[config.mk]
export PLATFORM = sky130hd
export DESIGN_NAME = alu_cmd_sequencer_flat
export DESIGN_NICKNAME = d
export VERILOG_FILES = /design/src/rtl/alu_cmd_sequencer_if.sv /design/src/rtl/alu_cmd_sequencer.sv /design/src/flat_wrapper.sv
export SDC_FILE = /design/constraint.sdc
export NUM_CORES = 1
export LEC_CHECK = 0
export CORE_MARGIN = 2
export CORE_UTILIZATION = 36
export CTS_BUF_LIST = sky130_fd_sc_hd__clkbuf_16
export DETAILED_ROUTE_END_ITERATION = 8
export PLACE_DENSITY = 0.74
export SKIP_LAST_GASP = 1
export SLEW_MARGIN = 25
export SYNTH_ARGS = -nofsm -noshare
export SYNTH_HDL_FRONTEND = slang
export SYNTH_SLANG_ARGS = --single-unit
[constraint.sdc]
create_clock -name clk -period 1.3 [get_ports clk]
set_input_delay 0.195 -clock clk [delete_from_list [all_inputs] [get_ports clk]]
set_output_delay 0.195 -clock clk [all_outputs]
set_load 0.005 [all_outputs]
[src/rtl/alu_cmd_sequencer_if.sv]
// Command, ALU-drive and response signals of the ALU command sequencer.
// Latency: none, wiring only.
// Backpressure: carries cmd_valid/cmd_ready and rsp_valid/rsp_ready handshakes.
interface alu_cmd_sequencer_if;
    logic       cmd_valid;
    logic       cmd_ready;
    logic [2:0] cmd_op;
    logic [3:0] cmd_opa;
    logic [3:0] cmd_opb;
    logic       cmd_use_acc;
    logic [3:0] alu_in1;
    logic [3:0] alu_in2;
    logic [2:0] alu_sel;
    logic [4:0] alu_out;
    logic       rsp_valid;
    logic       rsp_ready;
    logic [4:0] rsp_data;
    logic       rsp_err;
    logic [4:0] acc;
    logic [7:0] ops_done;

    // Sequencer side.
    modport slave (
        input  cmd_valid, cmd_op, cmd_opa, cmd_opb, cmd_use_acc, alu_out, rsp_ready,
        output cmd_ready, alu_in1, alu_in2, alu_sel, rsp_valid, rsp_data, rsp_err, acc, ops_done
    );

    // Command source / response sink / ALU side.
    modport master (
        output cmd_valid, cmd_op, cmd_opa, cmd_opb, cmd_use_acc, alu_out, rsp_ready,
        input  cmd_ready, alu_in1, alu_in2, alu_sel, rsp_valid, rsp_data, rsp_err, acc, ops_done
    );
endinterface

[src/rtl/alu_cmd_sequencer.sv]
// Sequential command front-end for a 4-bit combinational ALU with running accumulator.
// Latency: command accepted at edge E0, response valid after edge E1 (2 cycles).
// Backpressure: one command in flight; RESP holds until rsp_ready, cmd_ready low meanwhile.
// Optional feature: define ALU_SEQ_DIVZERO_CHK_EN to flag div/mod by zero (rsp_data=1F, rsp_err=1).
module alu_cmd_sequencer (
    input  logic                 clk,
    input  logic                 rst,
    alu_cmd_sequencer_if.slave   bus
);

    typedef enum logic [1:0] {
        IDLE  = 2'd0,
        DRIVE = 2'd1,
        RESP  = 2'd2
    } state_t;

    state_t     state_q;
    state_t     state_d;
    logic       accept;
    logic       capture;
    logic       complete;
    logic       div_zero;

    logic [3:0] in1_q;
    logic [3:0] in2_q;
    logic [2:0] sel_q;
    logic [4:0] data_q;
    logic       err_q;
    logic [4:0] acc_q;
    logic [7:0] ops_q;

`ifdef ALU_SEQ_DIVZERO_CHK_EN
    // Division and modulo by zero are trapped instead of passing the ALU's result through.
    assign div_zero = ((sel_q == 3'b011) || (sel_q == 3'b100)) && (in2_q == 4'd0);
`else
    // No trap: the ALU result is always captured as-is and rsp_err stays 0.
    assign div_zero = 1'b0;
`endif

    // State register; reset drops any in-flight command.
    always_ff @(posedge clk or posedge rst) begin
        if (rst) begin
            state_q <= IDLE;
        end else begin
            state_q <= state_d;
        end
    end

    // Next-state decode and per-state strobes.
    always_comb begin
        state_d  = state_q;
        accept   = 1'b0;
        capture  = 1'b0;
        complete = 1'b0;
        case (state_q)
            IDLE: begin
                if (bus.cmd_valid) begin
                    accept  = 1'b1;
                    state_d = DRIVE;
                end
            end
            DRIVE: begin
                capture = 1'b1;
                state_d = RESP;
            end
            RESP: begin
                if (bus.rsp_ready) begin
                    complete = 1'b1;
                    state_d  = IDLE;
                end
            end
            default: begin
                state_d = IDLE;
            end
        endcase
    end

    // ALU operands are loaded only on acceptance so they stay stable through DRIVE and RESP.
    always_ff @(posedge clk or posedge rst) begin
        if (rst) begin
            in1_q <= 4'd0;
            in2_q <= 4'd0;
            sel_q <= 3'd0;
        end else if (accept) begin
            // Accumulator bit 4 is silently dropped when chaining.
            in1_q <= bus.cmd_use_acc ? acc_q[3:0] : bus.cmd_opa;
            in2_q <= bus.cmd_opb;
            sel_q <= bus.cmd_op;
        end
    end

    // Capture the ALU result after its inputs have been stable for a full cycle.
    always_ff @(posedge clk or posedge rst) begin
        if (rst) begin
            data_q <= 5'd0;
            err_q  <= 1'b0;
            acc_q  <= 5'd0;
        end else if (capture) begin
            if (div_zero) begin
                data_q <= 5'h1F;
                err_q  <= 1'b1;
            end else begin
                data_q <= bus.alu_out;
                err_q  <= 1'b0;
                acc_q  <= bus.alu_out;
            end
        end
    end

    // Completed-response counter, wraps naturally at 8 bits.
    always_ff @(posedge clk or posedge rst) begin
        if (rst) begin
            ops_q <= 8'd0;
        end else if (complete) begin
            ops_q <= ops_q + 8'd1;
        end
    end

    // Handshake outputs are pure state decodes: no path from cmd_valid or rsp_ready.
    assign bus.cmd_ready = (state_q == IDLE);
    assign bus.rsp_valid = (state_q == RESP);
    assign bus.alu_in1   = in1_q;
    assign bus.alu_in2   = in2_q;
    assign bus.alu_sel   = sel_q;
    assign bus.rsp_data  = data_q;
    assign bus.rsp_err   = err_q;
    assign bus.acc       = acc_q;
    assign bus.ops_done  = ops_q;

endmodule

[src/flat_wrapper.sv]
// flat-port wrapper written by rule: the top's interface ports become plain ports
module alu_cmd_sequencer_flat 
  (clk, rst, bus_cmd_valid, bus_cmd_op, bus_cmd_opa, bus_cmd_opb, bus_cmd_use_acc, bus_alu_out, bus_rsp_ready, bus_cmd_ready, bus_alu_in1, bus_alu_in2, bus_alu_sel, bus_rsp_valid, bus_rsp_data, bus_rsp_err, bus_acc, bus_ops_done);
  alu_cmd_sequencer_if bus_i ();
  input  logic clk;
  input  logic rst;
  input wire logic [$bits(bus_i.cmd_valid)-1:0] bus_cmd_valid;
  input wire logic [$bits(bus_i.cmd_op)-1:0] bus_cmd_op;
  input wire logic [$bits(bus_i.cmd_opa)-1:0] bus_cmd_opa;
  input wire logic [$bits(bus_i.cmd_opb)-1:0] bus_cmd_opb;
  input wire logic [$bits(bus_i.cmd_use_acc)-1:0] bus_cmd_use_acc;
  input wire logic [$bits(bus_i.alu_out)-1:0] bus_alu_out;
  input wire logic [$bits(bus_i.rsp_ready)-1:0] bus_rsp_ready;
  output wire logic [$bits(bus_i.cmd_ready)-1:0] bus_cmd_ready;
  output wire logic [$bits(bus_i.alu_in1)-1:0] bus_alu_in1;
  output wire logic [$bits(bus_i.alu_in2)-1:0] bus_alu_in2;
  output wire logic [$bits(bus_i.alu_sel)-1:0] bus_alu_sel;
  output wire logic [$bits(bus_i.rsp_valid)-1:0] bus_rsp_valid;
  output wire logic [$bits(bus_i.rsp_data)-1:0] bus_rsp_data;
  output wire logic [$bits(bus_i.rsp_err)-1:0] bus_rsp_err;
  output wire logic [$bits(bus_i.acc)-1:0] bus_acc;
  output wire logic [$bits(bus_i.ops_done)-1:0] bus_ops_done;
  assign bus_i.cmd_valid = bus_cmd_valid;
  assign bus_i.cmd_op = bus_cmd_op;
  assign bus_i.cmd_opa = bus_cmd_opa;
  assign bus_i.cmd_opb = bus_cmd_opb;
  assign bus_i.cmd_use_acc = bus_cmd_use_acc;
  assign bus_i.alu_out = bus_alu_out;
  assign bus_i.rsp_ready = bus_rsp_ready;
  assign bus_cmd_ready = bus_i.cmd_ready;
  assign bus_alu_in1 = bus_i.alu_in1;
  assign bus_alu_in2 = bus_i.alu_in2;
  assign bus_alu_sel = bus_i.alu_sel;
  assign bus_rsp_valid = bus_i.rsp_valid;
  assign bus_rsp_data = bus_i.rsp_data;
  assign bus_rsp_err = bus_i.rsp_err;
  assign bus_acc = bus_i.acc;
  assign bus_ops_done = bus_i.ops_done;
  alu_cmd_sequencer u_core (.clk(clk), .rst(rst), .bus(bus_i));
endmodule
[Word level (Yosys, flattened, before mapping)]
Cells that the tools add are included.
W data, S select, Z words.
Operators by class
  add/sub/neg operators: 1
  equality and inequality tests: 4
  multiplexer cells: 9
  reduce and logical (&&, ||, !) cells: 2
Operators with widths (number)
  $add A8 B1 Y8 const B: 1
  $pmux W2 S3: 1
  $mux W1: 5
  $mux W2: 2
  $mux W4: 1
  $ne A2 B2 Y1 const B: 2
  $eq A2 B1 Y1 const B: 1
  $eq A2 B2 Y1 const B: 1
  $logic_not A2 Y1: 1
  $reduce_and A2 Y1: 1
Word-level totals
  register bits after elaboration: 26
  input bits: 21
  output and inout port bits: 32
  logic and storage cells: 22

[Longest topological paths before layout]
Gate-level depths: netlist (run 1).
  depth in word-level cells: 3
  depth in mapped cells: 4
  depth with buffers taken out: 4

[Least setup slack after synthesis (run 1)]
OpenSTA, ideal clock, no wires.
  path kind: register to register
  start: register u_core.state_q[1]
  end: register u_core.in2_q[0], in the netlist u_core.bus.alu_in2[0]
  setup time: 0.127 ns
  arrival time: 1.269 ns
  data required time: 1.173 ns
  setup slack: -0.096 ns
  stages on the path, launching flop included: 4
  path buffers: 1
  clock period less this slack: 1.396 ns
  cell sequence: dfrtp_1 nor3b_4 buf_6 mux2_1
On the way
  longest elaborated chain between the ends: 2
Ends and longest elaborated chain
  from (decl): RTL line alu_cmd_sequencer.sv:17  | state_t state_q;
  from (signal assigned): RTL line alu_cmd_sequencer.sv:45  | state_q <= state_d;
  $logic_not A2 Y1: RTL line alu_cmd_sequencer.sv:55  | case (state_q)
  $mux W1: RTL line alu_cmd_sequencer.sv:55
  to (signal assigned): RTL line alu_cmd_sequencer.sv:87  | in2_q <= bus.cmd_opb;
  to (decl): RTL line alu_cmd_sequencer.sv:25  | logic [3:0] in2_q;
No other way between the ends.
A chain may end at the register's enable or synchronous reset.

[Worst setup path in the final report (run 1)]
  start: register u_core.state_q[0]
  end: register u_core.sel_q[0], in the netlist u_core.bus.alu_sel[0]
On the way
  longest elaborated chain between the ends: 2
Ends and longest elaborated chain
  $logic_not A2 Y1: RTL line alu_cmd_sequencer.sv:55
  $mux W1: RTL line alu_cmd_sequencer.sv:55
  to (signal assigned): RTL line alu_cmd_sequencer.sv:88  | sel_q <= bus.cmd_op;
  to (decl): RTL line alu_cmd_sequencer.sv:26  | logic [2:0] sel_q;
No other way between the ends.

==> flow_results.xml, run 1 <==
<?xml version="1.0" encoding="UTF-8"?>
<metrics>
  <group name="synthesis">
    <metric name="yosysTopAreaCellShare" unit="%">56.2</metric>
    <metric name="mappedNetlistArea" unit="sq mm">0.00116</metric>
    <metric name="synth.ff_latch_count" unit="">26</metric>
    <metric name="syn_area_per_cell" unit="sq um">13.0</metric>
    <metric name="asyncSetResetFlopFracSynth" unit="%">100</metric>
    <metric name="number_of_enable_type_register_cells_in_the_synthesized_netlist" unit="">0</metric>
    <metric name="synth.yosys.warnings" unit="">0</metric>
    <metric name="yosys.area.top_type" unit="">sky130_fd_sc_hd__dfrtp_1</metric>
    <metric name="proportion_of_synthesized_chip_area_in_sequential_cells" unit="%">56.2</metric>
    <metric name="ys_types" unit="">24</metric>
    <metric name="ys_dominant_reg_cell" unit="">sky130_fd_sc_hd__dfrtp_1</metric>
    <metric name="syn-num-nets" unit="">111</metric>
    <metric name="ys_top_cells_by_area" unit="">sky130_fd_sc_hd__dfrtp_1 56%, sky130_fd_sc_hd__mux2_2 12%, sky130_fd_sc_hd__xor2_1 4.5%</metric>
    <metric name="postSynthCellCount" unit="">89</metric>
  </group>
  <group name="route">
    <metric name="drc_errors" unit="">0</metric>
    <metric name="total_via_count_after_detailed_routing" unit="">953</metric>
    <metric name="routedWlPerCell" unit="microns">15.0</metric>
    <metric name="wirelength" unit="mm">3.13</metric>
    <metric name="ant_nets" unit="">0</metric>
    <metric name="firstDrtPassIters" unit="">4</metric>
    <metric name="first_iter_violations" unit="">41</metric>
    <metric name="vias_per_cell" unit="">4.56</metric>
  </group>
  <group name="hold_path">
    <metric name="hold_path_class" unit="">input port to async pin</metric>
  </group>
  <group name="critical_path">
    <metric name="critical-path-top-cell-by-count" unit="">sky130_fd_sc_hd__buf_6</metric>
    <metric name="crit_path_max_incr_delay" unit="ps">390</metric>
    <metric name="cp-end-kind" unit="">flop</metric>
    <metric name="cp.buffers_inverters" unit="">3</metric>
    <metric name="critPathKind" unit="">flop to flop</metric>
    <metric name="path_cells" unit="">buf_6 -&gt; buf_6 -&gt; nor3b_4 -&gt; buf_6 -&gt; mux2_4</metric>
    <metric name="cp_data_required_time" unit="ps">1450</metric>
    <metric name="max_stage_delay_cell_worst_path" unit="">sky130_fd_sc_hd__dfrtp_1</metric>
    <metric name="worst-endpoint-arrival" unit="ps">1580</metric>
    <metric name="startpoint_type" unit="">flop</metric>
    <metric name="timing.critical_path.fanout_max" unit="">7</metric>
    <metric name="critical-path-top-delay-family" unit="">buffers and inverters</metric>
  </group>
  <group name="power_and_ir_drop">
    <metric name="vdd.ir_drop.worst" unit="V">0.00110</metric>
    <metric name="finalPower" unit="W">0.00441</metric>
    <metric name="total_power_per_unit_cell_area" unit="mW/mm^2">2140</metric>
    <metric name="total_leakage_power" unit="nW">1.09</metric>
  </group>
  <group name="global_routing">
    <metric name="grt_pass1_vias" unit="">996</metric>
    <metric name="all_layer_gr_usage" unit="%">16.6</metric>
    <metric name="grt_antenna_before_repair" unit="">0</metric>
    <metric name="global_route_wire_length_before_repair" unit="mm">4.50</metric>
    <metric name="grt_start_max_net_pins" unit="">19</metric>
    <metric name="globalRouteOverflowTotal" unit="">0</metric>
  </group>
  <group name="sta">
    <metric name="timing.final.max_slew_violations" unit="">0</metric>
    <metric name="clock.fmax" unit="GHz">0.697</metric>
    <metric name="fin_skew" unit="ps">1.82</metric>
    <metric name="hold_violations" unit="">0</metric>
    <metric name="rsz0062_at_grt" unit="">true</metric>
    <metric name="report.final.setup_viol" unit="">15</metric>
    <metric name="final.min_clock_period" unit="ps">1440</metric>
    <metric name="period_share" unit="%">110</metric>
    <metric name="final.setup.worst_slack" unit="ps">-136</metric>
  </group>
  <group name="placed_design">
    <metric name="port_buffer_cells" unit="">51</metric>
    <metric name="place_congestion" unit="">0.716</metric>
    <metric name="placed_area" unit="sq mm">0.00175</metric>
    <metric name="detailed_place_hpwl" unit="mm">2.12</metric>
    <metric name="dpl_cells" unit="">186</metric>
  </group>
  <group name="finish">
    <metric name="final_cell_mix" unit="">27 x sky130_fd_sc_hd__dlygate4sd2_1, 25 x sky130_fd_sc_hd__buf_4, 25 x sky130_fd_sc_hd__dfrtp_1, 20 x sky130_fd_sc_hd__clkdlybuf4s50_1, 8 x sky130_fd_sc_hd__mux2_4</metric>
    <metric name="fillers" unit="">238</metric>
    <metric name="antennaDiodeCount" unit="">0</metric>
    <metric name="syn_to_final_growth" unit="%">77.5</metric>
    <metric name="design_area_final" unit="sq mm">0.00206</metric>
    <metric name="nets" unit="">188</metric>
    <metric name="most_common_cell_after_layout_fill_and_taps_aside" unit="">sky130_fd_sc_hd__dlygate4sd2_1</metric>
    <metric name="final-instance-count-excl-fill" unit="">209</metric>
    <metric name="layout-drive-gt1-share" unit="%">38.2</metric>
  </group>
  <group name="floorplan">
    <metric name="std_cell_rows" unit="">20</metric>
    <metric name="dieHeight" unit="microns">60.7</metric>
    <metric name="io_pins" unit="">53</metric>
    <metric name="initial_core_util" unit="%">38.0</metric>
    <metric name="design.die.area" unit="sq mm">0.00369</metric>
    <metric name="core_region_area" unit="sq mm">0.00305</metric>
    <metric name="die-width" unit="microns">60.7</metric>
  </group>
  <group name="clock_tree">
    <metric name="cts.path.max_buffers" unit="">2</metric>
    <metric name="total_clock_buffers_created_by_cts" unit="">3</metric>
    <metric name="numClockSinks" unit="">26</metric>
    <metric name="cts_h_tree_depth" unit="">1</metric>
    <metric name="tritoncts" unit="">done</metric>
    <metric name="clk_root_buf" unit="">sky130_fd_sc_hd__clkbuf_16</metric>
    <metric name="clkTransAtPathRegs" unit="ps">70</metric>
    <metric name="clock_latency" unit="ps">260</metric>
  </group>
  <group name="outcome">
    <metric name="run_status" unit="">finished with violations</metric>
    <metric name="failed_checks" unit="">negative setup slack</metric>
  </group>
  <group name="flow_run">
    <metric name="max_cap_viols" unit="">0</metric>
  </group>
</metrics>
[cell usage after synthesis, drive strengths merged (2+ instances only)]
| cell | number |
|---|---|
| mux2i | 4 |
| nor3 | 2 |
| buf | 9 |
| mux2 | 13 |
| inv | 2 |
| xor2 | 6 |
| dfrtp | 26 |
| nand2 | 6 |
| a21oi | 4 |
| nor2 | 7 |
[stage by stage]
step | setup slack [ps] | util, % | setup TNS (ps) | hold slack (ps)
5_1_grt | -193 | 67.4 | -2560 | 262
3_5_place_dp | -214 | 57.2 | -2380 | 465
4_1_cts | -94.3 | 65.3 | -1500 | 256
3_3_place_gp | -160 | 57.2 | -1790 | 462
2_1_floorplan | -52.0 | - | -52.0 | 235
6_report | -136 | 67.4 | -1390 | 249
[what timing repair did]
action                                  4_1_cts  5_1_grt
setup buffers                                20        0
pin swaps                                     1       11
gates cloned                                  0        0
resized for setup                            45       17
hold endpoints to repair                      0        0
endpoints found under the setup margin       38       28
hold buffers                                  0        0
[cell families (layout without fill, tap and decap cells)]
| logic type | Yosys count | count (layout) | synth area share, % |
|---|---|---|---|
| compound gates | 5 | 5 | 2.16 |
| xor+xnor | 7 | 7 | 5.29 |
| other cells | 1 | 1 | 0.324 |
| mux | 17 | 17 | 16.1 |
| fa+ha+maj | 1 | 1 | 1.08 |
| flops | 26 | 26 | 56.2 |
| simple gates | 21 | 21 | 12.6 |
| buf+inv | 11 | 87 | 6.26 |
[worst min-delay path: stages]
cell and delay (ps):
sky130_fd_sc_hd__clkdlybuf4s50_1 410, sky130_fd_sc_hd__inv_1 80, sky130_fd_sc_hd__buf_4 170
[area by class of cell]
| type | count | area, sq um | area share, % |
|---|---|---|---|
| Inverter | 2 | 7.51 | 0.365 |
| Timing Repair Buffer | 81 | 716 | 34.8 |
| Sequential cell | 26 | 652 | 31.7 |
| Clock inverter | 1 | 30.0 | 1.46 |
| Clock buffer | 3 | 75.1 | 3.65 |
| Multi-Input combinational cell | 52 | 522 | 25.4 |
| Tap cell | 44 | 55.1 | 2.68 |
[report_power, final]
group | switching, W | internal [W] | total, W
Clock | 0.000278 | 0.000612 | 0.000891
Sequential | 0.000197 | 0.00116 | 0.00135
Combinational | 0.000840 | 0.00133 | 0.00217
[per-layer routing]
metal | global-route usage (%) | vias to the layer above | routed length [microns]
li1 | - | 438 | -
met1 | 19.6 | 485 | 1130
met2 | 31.0 | 28 | 1840
met3 | 3.20 | 2 | 136
met4 | 4.04 | 0 | 19
met5 | 0 | - | 0
[sequential cells by signal, summed over array words and instances, names as in the netlist]
register             flops
u_core.bus.ops_done      8
u_core.state_q           2
u_core.bus.alu_sel       3
u_core.bus.acc           5
u_core.bus.alu_in2       4
u_core.bus.alu_in1       4
[final timing paths]
check	start	slack, ps	to	cells past startpoint
hold reg to reg	u_core.bus.alu_in2[2]	520	u_core.bus.alu_in2[2]	1
hold / removal	rst	250	u_core.bus.alu_in2[2]	3
max in group asynchronous	rst	790	u_core.state_q[1]	3
setup / recovery	u_core.state_q[0]	-140	u_core.bus.alu_sel[0]	5
min in group clk	u_core.bus.alu_in2[2]	520	u_core.bus.alu_in2[2]	1
setup reg to reg	u_core.state_q[0]	-140	u_core.bus.alu_sel[0]	5
Note: power is estimated with default switching activity, not from simulation.
==> run 2, diff against run 1 <==
- CTS_CLUSTER_SIZE: unset -> 40
- REMOVE_ABC_BUFFERS: unset -> 1
==> run 2 against run 1 <==
Net effect: non-clock buffer count shrank 7; hold slack gained 46 ps; the flow still finishes with violations (negative setup slack); highest routed layer unchanged; sequential share of layout area increased by 1.5 points; critical path depth is the same.
==> flow_results.xml, run 2 (synthesized netlist as in run 1, its figures left out) <==
<?xml version="1.0" encoding="UTF-8"?>
<metrics>
  <group name="clock_tree">
    <metric name="numClockSinks" unit="">26</metric>
    <metric name="cts_h_tree_depth" unit="">1</metric>
    <metric name="clkTransAtPathRegs" unit="ps">70</metric>
    <metric name="cts.path.max_buffers" unit="">2</metric>
    <metric name="clk_root_buf" unit="">sky130_fd_sc_hd__clkbuf_16</metric>
    <metric name="clock_latency" unit="ps">260</metric>
    <metric name="total_clock_buffers_created_by_cts" unit="">3</metric>
    <metric name="tritoncts" unit="">done</metric>
  </group>
  <group name="global_routing">
    <metric name="globalRouteOverflowTotal" unit="">0</metric>
    <metric name="grt_pass1_vias" unit="">1033</metric>
    <metric name="grt_start_max_net_pins" unit="">27</metric>
    <metric name="global_route_wire_length_before_repair" unit="mm">4.84</metric>
    <metric name="all_layer_gr_usage" unit="%">17.9</metric>
    <metric name="grt_antenna_before_repair" unit="">0</metric>
  </group>
  <group name="sta">
    <metric name="final.min_clock_period" unit="ps">1400</metric>
    <metric name="final.setup.worst_slack" unit="ps">-98.4</metric>
    <metric name="period_share" unit="%">108</metric>
    <metric name="fin_skew" unit="ps">4.76</metric>
    <metric name="finalHoldWorstSlack" unit="ps">295</metric>
    <metric name="rsz0062_at_grt" unit="">true</metric>
    <metric name="timing.final.max_slew_violations" unit="">0</metric>
    <metric name="report.final.setup_viol" unit="">17</metric>
    <metric name="clock.fmax" unit="GHz">0.715</metric>
    <metric name="hold_violations" unit="">0</metric>
  </group>
  <group name="hold_path">
    <metric name="hold_path_class" unit="">input port to async pin</metric>
  </group>
  <group name="power_and_ir_drop">
    <metric name="seq_power_share" unit="%">32.9</metric>
    <metric name="intPower" unit="W">0.00285</metric>
    <metric name="pwr-share-comb" unit="%">50.3</metric>
    <metric name="total_leakage_power" unit="nW">1.02</metric>
    <metric name="clkPwrFrac" unit="%">16.8</metric>
    <metric name="switching_power" unit="W">0.00124</metric>
    <metric name="power.switching_fraction" unit="%">30.3</metric>
    <metric name="finalPower" unit="W">0.00409</metric>
    <metric name="total_power_per_unit_cell_area" unit="mW/mm^2">2090</metric>
    <metric name="vdd.ir_drop.worst" unit="V">0.000831</metric>
  </group>
  <group name="finish">
    <metric name="nets" unit="">181</metric>
    <metric name="final_cell_mix" unit="">26 x sky130_fd_sc_hd__dlygate4sd2_1, 26 x sky130_fd_sc_hd__dfrtp_1, 20 x sky130_fd_sc_hd__clkdlybuf4s50_1, 18 x sky130_fd_sc_hd__buf_4, 8 x sky130_fd_sc_hd__mux2_4</metric>
    <metric name="largest_reg_flops" unit="">8</metric>
    <metric name="layout-drive-gt1-share" unit="%">31.0</metric>
    <metric name="design_area_final" unit="sq mm">0.00196</metric>
    <metric name="final-instance-count-excl-fill" unit="">202</metric>
    <metric name="syn_to_final_growth" unit="%">69.0</metric>
    <metric name="antennaDiodeCount" unit="">0</metric>
    <metric name="final_core_util" unit="%">64.1</metric>
  </group>
  <group name="route">
    <metric name="drc_errors" unit="">0</metric>
    <metric name="first_iter_violations" unit="">9</metric>
    <metric name="vias_per_cell" unit="">4.53</metric>
    <metric name="ant_nets" unit="">0</metric>
    <metric name="routedWlPerCell" unit="microns">14.2</metric>
    <metric name="total_via_count_after_detailed_routing" unit="">915</metric>
    <metric name="wirelength" unit="mm">2.87</metric>
    <metric name="firstDrtPassIters" unit="">4</metric>
  </group>
  <group name="outcome">
    <metric name="failed_checks" unit="">negative setup slack</metric>
    <metric name="run_status" unit="">finished with violations</metric>
  </group>
  <group name="floorplan">
    <metric name="dieHeight" unit="microns">60.7</metric>
    <metric name="design.die.area" unit="sq mm">0.00369</metric>
    <metric name="io_pins" unit="">53</metric>
    <metric name="std_cell_rows" unit="">20</metric>
    <metric name="core_region_area" unit="sq mm">0.00305</metric>
    <metric name="die-width" unit="microns">60.7</metric>
    <metric name="initial_core_util" unit="%">38.0</metric>
  </group>
  <group name="critical_path">
    <metric name="path_cells" unit="">buf_6 -&gt; buf_6 -&gt; nor3b_4 -&gt; buf_12 -&gt; mux2_4</metric>
    <metric name="critical-path-top-cell-by-count" unit="">sky130_fd_sc_hd__buf_6</metric>
    <metric name="cp-end-kind" unit="">flop</metric>
    <metric name="critical-path-top-delay-family" unit="">flip-flops</metric>
    <metric name="cp.buffers_inverters" unit="">3</metric>
    <metric name="cp_data_required_time" unit="ps">1440</metric>
    <metric name="crit_path_max_incr_delay" unit="ps">390</metric>
    <metric name="worst-endpoint-arrival" unit="ps">1540</metric>
    <metric name="critPathKind" unit="">flop to flop</metric>
    <metric name="startpoint_type" unit="">flop</metric>
    <metric name="max_stage_delay_cell_worst_path" unit="">sky130_fd_sc_hd__dfrtp_1</metric>
    <metric name="timing.critical_path.fanout_max" unit="">8</metric>
  </group>
  <group name="placed_design">
    <metric name="port_buffer_cells" unit="">51</metric>
    <metric name="dpl_cells" unit="">182</metric>
    <metric name="detailed_place_hpwl" unit="mm">1.88</metric>
    <metric name="placed_area" unit="sq mm">0.00172</metric>
    <metric name="place_congestion" unit="">0.811</metric>
  </group>
  <group name="flow_run">
    <metric name="max_cap_viols" unit="">0</metric>
  </group>
</metrics>
run 2: changes by cell type in the layout (fill, tap and decap cells not counted), sizes merged:
cell / delta
dlymetal6s2s: +1
bufinv: -1
clkinv: +1
dlygate4sd2: -1
clkbuf: +1
buf: -8
run 2: path summary, 6_finish.rpt:
path / depth (start not counted) / from / slack, ps / to
setup / recovery: 5 / u_core.state_q[1] / -100 / u_core.bus.alu_in2[1]
hold / removal: 3 / rst / 300 / u_core.bus.ops_done[3]
setup reg to reg: 5 / u_core.state_q[1] / -100 / u_core.bus.alu_in2[1]
hold reg to reg: 1 / u_core.bus.alu_sel[0] / 500 / u_core.bus.alu_sel[0]
max in group asynchronous: 3 / rst / 750 / u_core.bus.ops_done[0]
min in group clk: 1 / u_core.bus.alu_sel[0] / 500 / u_core.bus.alu_sel[0]
run 2: tightest hold or removal path, delay by kind of cell:
kind	cells	cell delay, ps
buf+inv	3	770
run 2: area by class of cell:
cell class,count,area (sq um)
fillers,275,1090
repair buffers,74,676
flip-flops and latches,26,651
multi-input cells,52,490
clock buffers,3,75.1
well taps,44,55.1
inverters,2,7.51
clock inverters,1,3.75
run 2: power groups by stage:
stage	clock, W	sequential, W	combinational (W)
global placement	0	0.00141	0.00177
floorplan	0	0.00147	0.000562
global route	0.000735	0.00139	0.00225
detailed placement	0	0.00143	0.00181
CTS	0.000689	0.00134	0.00200
finish	0.000686	0.00135	0.00206
run 2: repair_timing:
| action | 4_1_cts | 5_1_grt |
|---|---|---|
| resized for setup | 41 | 11 |
| pin swaps | 1 | 3 |
| hold buffers | 0 | 0 |
| buffers inserted | 15 | 1 |
| setup endpoints to repair | 42 | 25 |
run 2: metal layers:
metal	part of all wire (%)	GRT usage [%]
met1	40	21.5
met2	53	32.7
met3	5.3	3.41
met4	1.0	4.66
met5	0	0
run 2: stage by stage:
stage               setup slack, ps  TNS (ps)
finish                        -98.4      -826
global route                   -150     -2010
CTS                            -110     -1270
detailed placement             -203     -2680
global placement               -196     -2400
floorplan                      -139      -949
==> run 3, diff against run 2 <==
- GPL_TIMING_DRIVEN: unset -> 0
==> run 3 against run 2 <==
Net effect: the flow still finishes with violations (negative setup slack); core utilization shrank 0.90 points; critical path depth decreased by 1; non-clock buffer count fell by 1; via count decreased by 1.9%; sequential cell count unchanged; setup slack better by 19 ps.
==> flow_results.xml, run 3 (synthesized netlist as in run 1, its figures left out) <==
<?xml version="1.0" encoding="UTF-8"?>
<metrics>
  <group name="critical_path">
    <metric name="path_cells" unit="">buf_12 -&gt; nor3b_4 -&gt; buf_12 -&gt; mux2_2</metric>
    <metric name="cp.buffers_inverters" unit="">2</metric>
    <metric name="critical-path-top-delay-family" unit="">flip-flops</metric>
    <metric name="timing.critical_path.fanout_max" unit="">10</metric>
    <metric name="critPathKind" unit="">flop to flop</metric>
    <metric name="cp_data_required_time" unit="ps">1440</metric>
    <metric name="startpoint_type" unit="">flop</metric>
    <metric name="max_stage_delay_cell_worst_path" unit="">sky130_fd_sc_hd__dfrtp_2</metric>
    <metric name="cp-end-kind" unit="">flop</metric>
    <metric name="crit_path_max_incr_delay" unit="ps">440</metric>
    <metric name="worst-endpoint-arrival" unit="ps">1520</metric>
    <metric name="critical-path-top-cell-by-count" unit="">sky130_fd_sc_hd__buf_12</metric>
  </group>
  <group name="sta">
    <metric name="rsz0062_at_grt" unit="">true</metric>
    <metric name="final.setup.worst_slack" unit="ps">-79.5</metric>
    <metric name="report.final.setup_viol" unit="">9</metric>
    <metric name="fin_setup_tns" unit="ps">-609</metric>
    <metric name="tightest_slew" unit="ps">523</metric>
    <metric name="clock.fmax" unit="GHz">0.725</metric>
    <metric name="timing.final.max_slew_violations" unit="">0</metric>
    <metric name="hold_violations" unit="">0</metric>
    <metric name="max-slew-margin-rel" unit="%">65.1</metric>
    <metric name="final.min_clock_period" unit="ps">1380</metric>
    <metric name="fin_skew" unit="ps">1.06</metric>
    <metric name="period_share" unit="%">106</metric>
  </group>
  <group name="finish">
    <metric name="largest_reg_flops" unit="">8</metric>
    <metric name="layout-drive-gt1-share" unit="%">31.4</metric>
    <metric name="syn_to_final_growth" unit="%">66.6</metric>
    <metric name="nets" unit="">180</metric>
    <metric name="final-instance-count-excl-fill" unit="">200</metric>
    <metric name="most_common_cell_after_layout_fill_and_taps_aside" unit="">sky130_fd_sc_hd__dfrtp_1</metric>
    <metric name="design_area_final" unit="sq mm">0.00193</metric>
    <metric name="antennaDiodeCount" unit="">0</metric>
    <metric name="final_cell_mix" unit="">24 x sky130_fd_sc_hd__dfrtp_1, 23 x sky130_fd_sc_hd__dlygate4sd2_1, 20 x sky130_fd_sc_hd__clkdlybuf4s50_1, 19 x sky130_fd_sc_hd__buf_4, 11 x sky130_fd_sc_hd__mux2_2</metric>
  </group>
  <group name="route">
    <metric name="routedWlPerCell" unit="microns">12.5</metric>
    <metric name="first_iter_violations" unit="">6</metric>
    <metric name="total_via_count_after_detailed_routing" unit="">898</metric>
    <metric name="drc_errors" unit="">0</metric>
    <metric name="wirelength" unit="mm">2.51</metric>
    <metric name="ant_nets" unit="">0</metric>
    <metric name="vias_per_cell" unit="">4.49</metric>
    <metric name="firstDrtPassIters" unit="">2</metric>
  </group>
  <group name="placed_design">
    <metric name="port_buffer_cells" unit="">51</metric>
    <metric name="placed_area" unit="sq mm">0.00166</metric>
    <metric name="place_congestion" unit="">0.802</metric>
    <metric name="dpl_cells" unit="">175</metric>
    <metric name="detailed_place_hpwl" unit="mm">1.70</metric>
  </group>
  <group name="clock_tree">
    <metric name="cts_h_tree_depth" unit="">1</metric>
    <metric name="numClockSinks" unit="">26</metric>
    <metric name="cts_hold_buf" unit="">0</metric>
    <metric name="tritoncts" unit="">done</metric>
    <metric name="cts.path.max_buffers" unit="">2</metric>
    <metric name="total_clock_buffers_created_by_cts" unit="">3</metric>
    <metric name="clock_latency" unit="ps">260</metric>
    <metric name="clkTransAtPathRegs" unit="ps">60</metric>
    <metric name="clk_root_buf" unit="">sky130_fd_sc_hd__clkbuf_16</metric>
  </group>
  <group name="floorplan">
    <metric name="design.die.area" unit="sq mm">0.00369</metric>
    <metric name="dieHeight" unit="microns">60.7</metric>
    <metric name="die-width" unit="microns">60.7</metric>
    <metric name="core_region_area" unit="sq mm">0.00305</metric>
    <metric name="std_cell_rows" unit="">20</metric>
    <metric name="io_pins" unit="">53</metric>
    <metric name="initial_core_util" unit="%">38.0</metric>
  </group>
  <group name="flow_run">
    <metric name="max_cap_viols" unit="">0</metric>
  </group>
  <group name="outcome">
    <metric name="failed_checks" unit="">negative setup slack</metric>
    <metric name="run_status" unit="">finished with violations</metric>
  </group>
  <group name="global_routing">
    <metric name="grt_pass1_vias" unit="">955</metric>
    <metric name="grt_start_max_net_pins" unit="">27</metric>
    <metric name="all_layer_gr_usage" unit="%">14.9</metric>
    <metric name="grt_antenna_before_repair" unit="">0</metric>
    <metric name="globalRouteOverflowTotal" unit="">0</metric>
    <metric name="global_route_wire_length_before_repair" unit="mm">4.02</metric>
  </group>
  <group name="power_and_ir_drop">
    <metric name="finalPower" unit="W">0.00394</metric>
    <metric name="total_leakage_power" unit="nW">1.01</metric>
    <metric name="vdd.ir_drop.worst" unit="V">0.000974</metric>
    <metric name="total_power_per_unit_cell_area" unit="mW/mm^2">2040</metric>
  </group>
  <group name="hold_path">
    <metric name="hold_path_class" unit="">input port to async pin</metric>
  </group>
</metrics>
## run 3: area by class of cell
type | count | area [sq um]
fillers | 270 | 1120
repair buffers | 73 | 686
flip-flops and latches | 26 | 653
multi-input cells | 52 | 454
clock buffers | 3 | 75.1
well taps | 44 | 55.1
inverters | 2 | 7.51
## run 3: layer usage
layer / track usage [%] / wire length (microns)
met5: 0 / 0
met4: 5.59 / 34
met3: 4.05 / 181
met2: 27.0 / 1280
met1: 16.4 / 1010
## run 3: power breakdown
group	switching, W	total, W	internal, W
Combinational	0.000702	0.00192	0.00122
Clock	0.000252	0.000659	0.000407
Sequential	0.000197	0.00135	0.00116
Total	0.00115	0.00394	0.00279
## run 3: path summary, 6_finish.rpt
kind / slack [ps] / startpoint / to / cells past startpoint
hold reg to reg: 500 / u_core.bus.alu_in2[0] / u_core.bus.alu_in2[0] / 1
setup reg to reg: -80 / u_core.state_q[1] / u_core.bus.alu_in2[3] / 4
max in group asynchronous: 620 / rst / u_core.state_q[1] / 2
hold / removal: 300 / rst / u_core.bus.alu_sel[2] / 2
min in group clk: 500 / u_core.bus.alu_in2[0] / u_core.bus.alu_in2[0] / 1
setup / recovery: -80 / u_core.state_q[1] / u_core.bus.alu_in2[3] / 4
## run 3: per-stage QoR
step	setup WS, ps	hold WS (ps)	util [%]
2_1_floorplan	-139	235	-
3_3_place_gp	-504	457	54.3
3_5_place_dp	-489	456	54.3
4_1_cts	-105	502	61.9
5_1_grt	-117	369	63.2
6_report	-79.5	301	63.2
## run 3: what timing repair did
action,CTS,global route
setup buffers,21,1
endpoints found under the setup margin,44,26
pin swaps,1,2
endpoints found under the hold margin,0,0
resized for setup,32,11
